`config.mk`:
```
export PLATFORM = sky130hd
export DESIGN_NAME = divider_arbiter
export DESIGN_NICKNAME = d
export VERILOG_FILES = /design/src/rtl/div_arb_pkg.sv /design/src/rtl/rr_picker.sv /design/src/rtl/divider_arbiter.sv
export SDC_FILE = /design/constraint.sdc
export NUM_CORES = 1
export LEC_CHECK = 0
export ABC_AREA = 1
export CORE_AREA = 2 2 183 185
export DETAILED_ROUTE_END_ITERATION = 16
export DIE_AREA = 0 0 185 187
export PLACE_DENSITY_LB_ADDON = 0.25
export SYNTH_ARGS = -nofsm -noshare
export SYNTH_HDL_FRONTEND = slang
export SYNTH_SLANG_ARGS = --single-unit
```
`constraint.sdc`:
```
create_clock -name clk -period 2.5 [get_ports clk]
set_input_delay 0.375 -clock clk [delete_from_list [all_inputs] [get_ports clk]]
set_output_delay 0.375 -clock clk [all_outputs]
set_load 0.02 [all_outputs]
```
`src/rtl/div_arb_pkg.sv`:
```
// Shared types and defaults for the divider arbiter.
package div_arb_pkg;

    localparam int DEF_SIZE    = 32;
    localparam int DEF_NREQ    = 4;
    localparam int DEF_TIMEOUT = 128;

    typedef enum logic [2:0] {
        S_IDLE   = 3'd0,
        S_LAUNCH = 3'd1,
        S_WAIT   = 3'd2,
        S_FLUSH  = 3'd3,
        S_RESP   = 3'd4
    } arb_state_t;

    // Watchdog counter width; must hold values up to TIMEOUT-1.
    function automatic int cnt_width(input int timeout);
        return (timeout > 2) ? $clog2(timeout) : 1;
    endfunction

endpackage

```
`src/rtl/rr_picker.sv`:
```
// Round-robin winner select: first asserted request after ptr, wrapping.
module rr_picker #(
    parameter int NREQ = 4,
    parameter int PW   = 2
) (
    input  logic [NREQ-1:0] req,
    input  logic [PW-1:0]   ptr,
    output logic [PW-1:0]   winner,
    output logic            any_valid
);

    logic [PW-1:0] idx;

    // Walk from the farthest slot back to ptr+1 so the nearest hit is written last.
    always_comb begin
        winner    = '0;
        any_valid = 1'b0;
        idx       = '0;
        for (int k = NREQ; k >= 1; k--) begin
            idx = PW'((int'(ptr) + k) % NREQ);
            if (req[idx]) begin
                winner    = idx;
                any_valid = 1'b1;
            end
        end
    end

endmodule

```
`src/rtl/divider_arbiter.sv`:
```
// Shares one divider among NREQ requesters: accept, launch, wait with
// watchdog, then return the result on a per-requester response handshake.
module divider_arbiter
    import div_arb_pkg::*;
#(
    parameter int SIZE    = DEF_SIZE,
    parameter int NREQ    = DEF_NREQ,
    parameter int TIMEOUT = DEF_TIMEOUT,
    localparam int GW     = (NREQ > 1) ? $clog2(NREQ) : 1
) (
    input  logic                 clk,
    input  logic                 reset,
    input  logic [NREQ-1:0]      req_valid,
    output logic [NREQ-1:0]      req_ready,
    input  logic [NREQ*SIZE-1:0] req_dividend,
    input  logic [NREQ*SIZE-1:0] req_divisor,
    output logic [NREQ-1:0]      rsp_valid,
    input  logic [NREQ-1:0]      rsp_ready,
    output logic [SIZE-1:0]      rsp_quotient,
    output logic [SIZE-1:0]      rsp_remainder,
    output logic                 rsp_error,
    output logic                 rsp_timeout,
    output logic                 div_start,
    output logic                 div_reset,
    output logic [SIZE-1:0]      div_dividend,
    output logic [SIZE-1:0]      div_divisor,
    input  logic [SIZE-1:0]      div_quotient,
    input  logic [SIZE-1:0]      div_remainder,
    input  logic                 div_error,
    input  logic                 div_done,
    output logic                 busy,
    output logic [GW-1:0]        grant_id
);

    localparam int CW = cnt_width(TIMEOUT);
    localparam logic [CW-1:0] CNT_LAST = CW'(TIMEOUT - 1);

    arb_state_t state;
    logic [GW-1:0]   ptr, grant_q, winner;
    logic            any_valid;
    logic [SIZE-1:0] opa, opb, q_r, r_r;
    logic            err_r, to_r;
    logic [CW-1:0]   cnt, cnt_nxt;
    logic [NREQ-1:0][SIZE-1:0] dvd_vec, dvs_vec;

    assign dvd_vec = req_dividend;
    assign dvs_vec = req_divisor;
    assign cnt_nxt = cnt + 1'b1;

    rr_picker #(.NREQ(NREQ), .PW(GW)) u_pick (
        .req       (req_valid),
        .ptr       (ptr),
        .winner    (winner),
        .any_valid (any_valid)
    );

    // Arbitration FSM with operand, response and watchdog registers.
    always_ff @(posedge clk or negedge reset) begin
        if (!reset) begin
            state   <= S_IDLE;
            ptr     <= GW'(NREQ - 1);
            grant_q <= '0;
            opa     <= '0;
            opb     <= '0;
            q_r     <= '0;
            r_r     <= '0;
            err_r   <= 1'b0;
            to_r    <= 1'b0;
            cnt     <= '0;
        end else begin
            case (state)
                S_IDLE: begin
                    if (any_valid) begin
                        opa     <= dvd_vec[winner];
                        opb     <= dvs_vec[winner];
                        grant_q <= winner;
                        ptr     <= winner;
                        state   <= S_LAUNCH;
                    end
                end
                S_LAUNCH: begin
                    cnt   <= '0;
                    state <= S_WAIT;
                end
                S_WAIT: begin
                    cnt <= cnt_nxt;
                    // A done in the final watchdog cycle still beats the abort.
                    if (div_done) begin
                        q_r   <= div_quotient;
                        r_r   <= div_remainder;
                        err_r <= div_error;
                        to_r  <= 1'b0;
                        state <= S_RESP;
                    end else if (cnt_nxt == CNT_LAST) begin
                        state <= S_FLUSH;
                    end
                end
                S_FLUSH: begin
                    q_r   <= '0;
                    r_r   <= '0;
                    err_r <= 1'b1;
                    to_r  <= 1'b1;
                    state <= S_RESP;
                end
                S_RESP: begin
                    if (rsp_ready[grant_q]) state <= S_IDLE;
                end
                default: state <= S_IDLE;
            endcase
        end
    end

    // One-hot decode of the grant winner and the response owner.
    always_comb begin
        req_ready = '0;
        rsp_valid = '0;
        for (int i = 0; i < NREQ; i++) begin
            req_ready[i] = reset && (state == S_IDLE) && any_valid && (winner == GW'(i));
            rsp_valid[i] = (state == S_RESP) && (grant_q == GW'(i));
        end
    end

    assign div_start     = (state == S_LAUNCH);
    assign div_reset     = ~reset | (state == S_FLUSH);
    assign div_dividend  = opa;
    assign div_divisor   = opb;
    assign rsp_quotient  = q_r;
    assign rsp_remainder = r_r;
    assign rsp_error     = err_r;
    assign rsp_timeout   = to_r;
    assign busy          = (state != S_IDLE);
    assign grant_id      = grant_q;

endmodule

```
Word level (Yosys, flattened, before mapping)
Index checks and enable logic that the tools add are counted. W data, S select, Z words.

Bitwise logic cells: 2. Reduce and logical (&&, ||, !) cells: 19. Shift operators: 0. $mul: 0. Equality and inequality tests: 15. Magnitude comparators: 6. Div/mod/pow operators: 0. Add/sub/neg operators: 5. Multiplexer cells: 36.

Operator list (count): $bmux W32 S2 (2); $mux W32 (4); $pmux W32 S2 (2); $lt A2 B3 Y1 const B (6); $pmux W3 S5 (1); $pmux W7 S2 (1); $mux W3 (4); $mux W1 (11); $bmux W1 S2 (5); $logic_and A1 B1 Y1 (10); $eq A2 B2 Y1 const B (4); $mux W2 (4); $add A7 B1 Y7 const B (1); $eq A7 B7 Y1 const B (1); $eq A3 B2 Y1 const B (2); $ne A2 B2 Y1 const B (3); $add A2 B1 Y2 const B (2); $add A2 B2 Y2 const B (2); $eq A2 B1 Y1 const B (2); $logic_not A2 Y1 (2); $pmux W1 S2 (2); $reduce_and A2 Y1 (2); $reduce_bool A2 Y1 (2); $eq A3 B1 Y1 const B (1); 7 further kinds (7).

Latch bits: 0. Register bits: 144. Word-level logic and storage cells: 93. Bits in writable memories: 0. ROM bits: 0. Output and inout port bits: 143. Memories kept: 0. Input port bits: 332.

Logic depth before layout (Yosys ltp)
Word-level depth: 9. Depth in mapped cells: 17. Depth with buffers taken out: 14.

Cells and area by module
Synthesis repeated with hierarchy kept, for this count alone.

Cell total of the unflattened synthesis: 796. Area total of the unflattened synthesis: 7503.4 um^2.

By module, submodules not included: divider_arbiter (seq. area each 3606.0 um^2, times used 1, cells an instance 747, area each 7277.0 um^2); rr_picker (seq. area each 0.0 um^2, times used 1, cells an instance 49, area each 226.5 um^2).

Worst setup path after synthesis
OpenSTA, ideal clock, no wires.

Kind: flip-flop to output port. From: reg ptr[0]. To: out req_ready[0]. Setup slack: 0.086 ns. Required time: 2.125 ns. Arrival: 2.039 ns. Buffers on the path: 3. Stages on the path, launching flop included: 14. Cells stage by stage: dfstp_2 buf_6 inv_4 nand2_1 nand2_2 nand2_2 nand2_1 inv_2 nand3_2 buf_2 buf_4 nand2_2 inv_2 nor3_1.

Longest elaborated chain between the ends: 9. Elaborated cells between the ends (all ways): 23. Those cells by class: 4 x add/sub; 16 x mux; 3 x reduce/logical.

Ends and longest elaborated chain: start, declared (line divider_arbiter.sv:39) `logic [GW-1:0] ptr, grant_q, winner;`; start signal, assigned (line divider_arbiter.sv:61) `ptr <= GW'(NREQ - 1);`; start signal, assigned (line divider_arbiter.sv:77) `ptr <= winner;`; $add A2 B1 Y2 (line rr_picker.sv:20) `idx = PW'((int'(ptr) + k) % NREQ);`; $bmux W1 S2 (line rr_picker.sv:21) `if (req[idx]) begin`; $mux W1 (not written as such) (line rr_picker.sv:21); $mux W2 or $mux W1 (tied branches) (4 in a row) (line rr_picker.sv:21); $logic_not A2 Y1 or $logic_and A1 B1 Y1 (tied branches) (line divider_arbiter.sv:118) `req_ready[i] = reset && (state == S_IDLE) && any_valid && (winner == GW'(i));`; $logic_and A1 B1 Y1 * (line divider_arbiter.sv:118); end, declared (line divider_arbiter.sv:14) `output logic [NREQ-1:0] req_ready,`.

Mark *: on every way between the ends. The rest lies on a longest branch, timed or not. The select of a mux whose other input is x is not followed.

Final worst setup path
From: reg ptr[0]. To: out req_ready[1].

Longest elaborated chain between the ends: 9. Elaborated cells between the ends (all ways): 23. Those cells by class: 4 x add/sub; 1 x eq/ne; 16 x mux; 2 x reduce/logical.

Ends and longest elaborated chain (line): $add A2 B1 Y2 (rr_picker.sv:20); $bmux W1 S2 (rr_picker.sv:21); $mux W1 (not written as such) (rr_picker.sv:21); $mux W2 or $mux W1 (tied branches) (4 in a row) (rr_picker.sv:21); $eq A2 B1 Y1 or $logic_and A1 B1 Y1 (tied branches) (divider_arbiter.sv:118); $logic_and A1 B1 Y1 * (divider_arbiter.sv:118).

Marks and branches as above.

==> impl_metrics.py <==
metrics = {
    "power_and_ir_drop": {
        "share_comb_of_total_power": 0.716,
        "p_int_uw": 11800,
        "finalPower_uw": 24000,
        "vdd_ir_drop_max_v": 0.00102,
        "p_sw_frac": 0.508,
        "p_sw_uw": 12200,
        "power_density_nw_per_um2": 1610,
        "seq_power_share": 0.174,
        "power_frac_clock": 0.110,
        "total_leakage_power_uw": 0.00728,
    },
    "worst_setup_path": {
        "path_delay_family": "simple AND/OR/NAND/NOR gates",
        "cp_data_arrival_time_ns": 2.21,
        "cp_cell_sequence": "buf_12, inv_8, nand2_4, nand2_4, nand2_2, nand2_4, a31oi_2, nand2_2, nand2_4, inv_4, nor3_4, buf_6",
        "worstPathRequired_ns": 2.12,
        "cp-end-kind": "output port",
        "crit_top_cell": "nand2_4",
        "worstPathMaxFanout": 6,
        "cp_slowest_cell": "dfstp_2",
        "worstSetupStartpointType": "flip-flop",
        "critPathBufInv": 4,
        "max_stage_delay_ns": 0.57,
        "worstSetupPathType": "flip-flop to output port",
    },
    "floorplan": {
        "io_pins": 475,
        "fp.coreArea_sq_um": 32900,
        "die_h_um": 187,
        "initial_utilization": 0.262,
        "std_cell_rows": 67,
        "die_w_um": 185,
        "die_area_sq_um": 34600,
    },
    "timing": {
        "clock_skew_ns": 0.0154,
        "slew_violations": 0,
        "hold_violations": 0,
        "setup_ws_ns": -0.0894,
        "relSlewSlack": 0.437,
        "max_freq_mhz": 386,
        "grt_setup_unrepaired": "true",
        "setup_violations": 6,
        "period_needed_ns": 2.59,
        "min_period_over_period": 1.04,
        "setup_tns_ns": -0.285,
        "worst_slew_pin_slew_ns": 0.844,
    },
    "yosys": {
        "syn_area_sq_um": 8620,
        "syn_area_per_cell_sq_um": 7.12,
        "yosysTopAreaCellShare": 0.412,
        "synth.largest_area_cell": "dfrtp_1",
        "synthCells": 1211,
        "yosysSeqAreaShare": 0.418,
        "yosysWarnings": 0,
        "synth_nets": 1545,
        "yosysUniqueCellTypes": 30,
        "ys_ff_latch": 144,
        "ys_top_cells_by_area": "dfrtp_1, nand2_1, nand3_1, a22o_1, buf_4",
    },
    "cts": {
        "cts-buffers-inserted": 17,
        "cts_buffer_depth": 2,
        "hold_buffers": 0,
        "path_clk_slew_ns": 0.08,
        "h-tree-depth": 4,
        "clkLatencyLatePin_ns": 0.43,
        "cts_tree": "built",
        "cts.sinks": 144,
        "cts-root-buf": "clkbuf_16",
    },
    "final_layout": {
        "fin_util": 0.455,
        "drive_gt1_frac": 0.0931,
        "synthToLayoutAreaGrowth_pct": 73.5,
        "instances_no_fill": 2137,
        "final_cell_mix": "nand2_1, clkdlybuf4s50_1, nand3_1, dfrtp_1, a22o_1",
        "layout_commonest_cell": "nand2_1",
        "nets": 2007,
    },
    "status": {
        "violations": "setup timing",
        "status": "finished, violations left",
    },
    "global_routing": {
        "use_met3": 0.0535,
        "use_met2": 0.365,
        "overflow": 0,
        "gr-usage-met1": 0.252,
        "grt.busiest_layer": "met2",
        "grt_pass1_vias": 10000,
        "antenna_found_initial": 4,
        "grtUsageTotal": 0.213,
        "grt_max_degree": 145,
        "grt_pass1_wl_um": 57100,
    },
    "job": {
        "maxCapViolCount": 0,
    },
    "route": {
        "detail-route-antenna-nets": 0,
        "routedWlPerCell_um": 18.0,
        "drtIter0Drc": 527,
        "vias_per_cell": 4.75,
        "num_vias": 10100,
        "route.detailed.drc": 0,
        "dr.pass1.iters": 5,
        "routed_wl_um": 38400,
    },
    "place": {
        "hpwlAfterDp_um": 26900,
        "port_buffers": 474,
        "gp_congestion": 0.822,
        "dp.cells": 2091,
    },
    "worst_hold_path": {
        "hp-class": "input port to async pin",
    },
}
-- synthesized netlist by cell type --
master	n
nand2_1	554
nand3_1	266
dfrtp_1	142
a22o_1	64
buf_2	40
buf_4	34
inv_1	23
clkbuf_1	16
nor3_1	14
nand2_2	8
o21ai_0	7
buf_6	6
nor2_1	5
inv_2	4
o22ai_1	4
xor2_1	3
a21oi_1	2
a31oi_1	2
dfstp_2	2
ha_1	2
nand4_1	2
nor2_2	2
o21ai_1	2
buf_1	1
clkinv_1	1
inv_4	1
nand3_2	1
nor3b_1	1
o32a_1	1
xnor2_1	1
-- power by group through the flow --
stage               clock network [uW]  registers (uW)  logic [uW]
floorplan                            0            5390        9070
global placement                     0            4170       16300
detailed placement                   0            4190       16400
CTS                               2730            4170       16800
global route                      2820            4310       18900
finish                            2640            4170       17200
-- worst reg2reg max path, cell delays in order, from the launching register on --
cell	delay, ns
dfstp_2	0.57
buf_12	0.14
inv_8	0.05
nand2_2	0.09
nand2_2	0.08
nand2_1	0.13
nand2_2	0.10
nand3_4	0.11
buf_4	0.31
buf_12	0.30
nand3_1	0.13
nand2_1	0.08
nand2_1	0.05
nand2_1	0.15
nand2_1	0.07
nand2_1	0.08
-- path summary, 6_finish.rpt --
check	start	endpoint	slack, ns	cells after the start
setup reg to reg	ptr[0]$_DFFE_PN1P_	div_divisor[7]$_DFFE_PN0P_	-0.02	15
hold / removal	reset	div_dividend[26]$_DFFE_PN0P_	0.11	2
min in group clk	div_divisor[1]$_DFFE_PN0P_	div_divisor[1]$_DFFE_PN0P_	0.48	2
hold reg to reg	div_divisor[1]$_DFFE_PN0P_	div_divisor[1]$_DFFE_PN0P_	0.48	2
setup / recovery	ptr[0]$_DFFE_PN1P_	req_ready[1]	-0.09	12
max in group asynchronous	reset	div_divisor[31]$_DFFE_PN0P_	1.73	2
-- cell type report --
type | count | area (sq um)
clock inverters | 15 | 186
clock buffers | 17 | 425
multi-input cells | 941 | 4560
fillers | 3313 | 17900
well taps | 448 | 561
diodes | 3 | 7.51
flip-flops and latches | 144 | 3610
repair buffers | 540 | 5480
inverters | 29 | 124
-- logic make-up (layout without fill, tap and decap cells) --
family | count (synthesis) | in the layout | synth area share
simple gates | 853 | 853 | 0.417
flops | 144 | 144 | 0.418
buf+inv | 126 | 601 | 0.0810
compound gates | 82 | 82 | 0.0769
xor+xnor | 4 | 4 | 0.00407
fa+ha+maj | 2 | 2 | 0.00290
other cells | 0 | 3 | 0
-- metrics by stage --
step | setup WS (ns) | area (sq um) | hold slack, ns
2_1_floorplan | 0.0863 | 8620 | 0.0794
3_3_place_gp | -0.378 | 14000 | 0.460
3_5_place_dp | -0.384 | 14000 | 0.464
4_1_cts | -0.0864 | 14700 | 0.170
5_1_grt | -0.199 | 14900 | 0.180
6_report | -0.0894 | 15000 | 0.108
-- timing repair --
action / in CTS / in global routing
gates cloned: 0 / 1
gates resized for setup: 48 / 41
pin swaps: 15 / 13
setup endpoints to repair: 26 / 69
buffers inserted: 5 / 5
-- registers in the layout (all words and copies together), names as in the netlist --
register	flops
grant_id	2
rsp_remainder	32
state	3
cnt	7
div_divisor	32
rsp_quotient	32
div_dividend	32
rsp_error	1
ptr	2
rsp_timeout	1
-- metal layers --
| metal | part of all wire | vias up |
|---|---|---|
| met2 | 0.49 | 372 |
| met3 | 0.072 | 73 |
| met4 | 0.037 | 2 |
| met1 | 0.40 | 4782 |
| met5 | 0.00039 | - |
| li1 | - | 4919 |
Note: power is estimated with default switching activity, not from simulation.
==> RTL change, RTL diff (config.mk and constraints unchanged) <==
The package constant `DEF_TIMEOUT` goes from 128 to 64.
--- a/src/rtl/div_arb_pkg.sv
+++ b/src/rtl/div_arb_pkg.sv
@@ -3,7 +3,7 @@
 
     localparam int DEF_SIZE    = 32;
     localparam int DEF_NREQ    = 4;
-    localparam int DEF_TIMEOUT = 128;
+    localparam int DEF_TIMEOUT = 64;
 
     typedef enum logic [2:0] {
         S_IDLE   = 3'd0,
Function: same outputs for any inputs over 4 cycles, from zero or initial values and one cycle with reset low; that may be too few to reach the edited logic, so the function may still have changed.
==> RTL change against the original RTL <==
The run still ends with negative setup slack left. Synthesized cell count is 1.8% lower. Sequential cell count down 1. Total power shrank 10%. Clock skew increased by 0.0032 ns. Utilization down 1.7 points. Cell area decreased by 3.6%. Sequential power fell by 5.3%. Fmax decreased by 1.8%. Sequential share of layout area increased by 0.74 points. Die area stayed put. Synthesized area down 3.0%. Wire length down 9.3%. Setup slack worse by 0.049 ns. Critical path type unchanged. Largest cell class unchanged. Largest power group unchanged.
==> RTL change: results <==
metrics = {
    "status": {
        "status": "finished, violations left",
        "violations": "negative setup slack",
    },
    "global_routing": {
        "grt_pass1_vias": 9334,
        "met3_usage_pct": 4.50,
        "grt_pass1_wl_mm": 52.7,
        "grt_usage_pct": 19.6,
        "grt_use_met2_pct": 34.6,
        "grt.met1_usage_pct": 23.7,
        "grt_max_degree": 144,
    },
    "placed_design": {
        "post-place-ws_ns": -0.457,
        "dpl_cell_area_sq_um": 13600,
        "dpl.cell_count": 2065,
        "gp_congestion": 0.817,
        "hpwl_mm": 24.9,
    },
    "layout": {
        "drive_gt1_share_pct": 7.44,
        "fin_nets": 1974,
    },
    "detailed_routing": {
        "vias": 9541,
        "wire_per_inst_microns": 16.6,
        "routed_wl_mm": 34.8,
        "drtIter0Drc": 431,
        "wl_met3_mm": 2.39,
        "wl_met1_mm": 14.4,
        "routed-wl-met2_mm": 17.5,
    },
    "power": {
        "power_leakage_nw": 7.04,
        "p_seq_mw": 3.95,
        "vdd_drop_max_v": 0.000946,
        "swShare_pct": 50.9,
        "power_density_nw_per_um2": 1500,
        "pg_comb_mw": 14.9,
    },
    "timing": {
        "maxSlewHeadroom_pct": 41.5,
        "clock_skew_ns": 0.0187,
        "finalWorstSetupSlack_ns": -0.138,
        "fin_setup_tns_ns": -0.488,
        "finalSetupViolCount": 4,
    },
    "synth": {
        "yosysSeqAreaShare_pct": 42.8,
        "synth_common_cells": "nand2_1, dfrtp_1, nand3_1, a22o_1, buf_2",
        "yosysUniqueCellTypes": 32,
        "avgSynthCellArea_sq_um": 7.03,
        "synth_area_leaders": "dfrtp_1, nand2_1, nand3_1, a22o_1, buf_2",
        "ys.flop_type": "dfrtp_1",
    },
    "clocking": {
        "clock_latency_ns": 0.43,
    },
    "setup_path": {
        "cp_max_fo": 8,
        "critPathMaxStageDelay_ns": 0.66,
    },
}
## RTL change: cell count changes in the layout (fill, tap and decap cells not counted), moves of 3 or more
cell     unedited run  this run
nand3_1           262       137
nor4_4              0         4
nand2_4            19         2
buf_4              48        30
buf_12             15         6
o21ai_0             7        10
nand2_2            11        16
nor3_2              4         1
nor3_1              9         6
o22ai_1             4         1
nand2_1           532       668
## RTL change: logic make-up after synthesis
group,synth area share (%)
AND/OR/NAND/NOR,41.4
flip-flops,42.8
buffers and inverters,6.98
AO/OA/AOI/OAI,8.04
XOR/XNOR,0.419
adder cells (fa/ha/maj),0.299
## RTL change: timing repair
| action | in CTS | in global routing |
|---|---|---|
| resized for setup | 49 | 19 |
| setup buffers | 3 | 0 |
| setup endpoints to repair | 39 | 73 |
| gates cloned | 0 | 1 |
| pin swaps | 9 | 1 |
| hold endpoints to repair | 0 | 0 |
## RTL change: worst register-to-register path: cells and delay by family (launching register included)
kind | cells | cell delay, ns
AND/OR/NAND/NOR | 12 | 0.98
flip-flops | 1 | 0.66
buffers and inverters | 4 | 0.79
## RTL change: final timing paths
path,start,end,slack [ns]
max in group asynchronous,reset,rsp_remainder[17],1.71
worst max register to register,ptr[0],div_divisor[20],0.04
worst min register to register,div_dividend[25],div_dividend[25],0.48
worst max-delay path,ptr[0],req_ready[2],-0.14
min in group clk,div_dividend[25],div_dividend[25],0.48
worst min-delay path,reset,div_divisor[0],0.09
## RTL change: layout make-up
class                           count  area [sq um]  share of cell area [%]
Antenna cell                        1          2.50                  0.0174
Timing Repair Buffer              517          5210                    36.2
Sequential cell                   143          3580                    24.9
Tap cell                          448           561                    3.89
Multi-Input combinational cell    937          4340                    30.1
Clock inverter                     15           194                    1.35
Inverter                           24          97.6                   0.677
Clock buffer                       17           425                    2.95
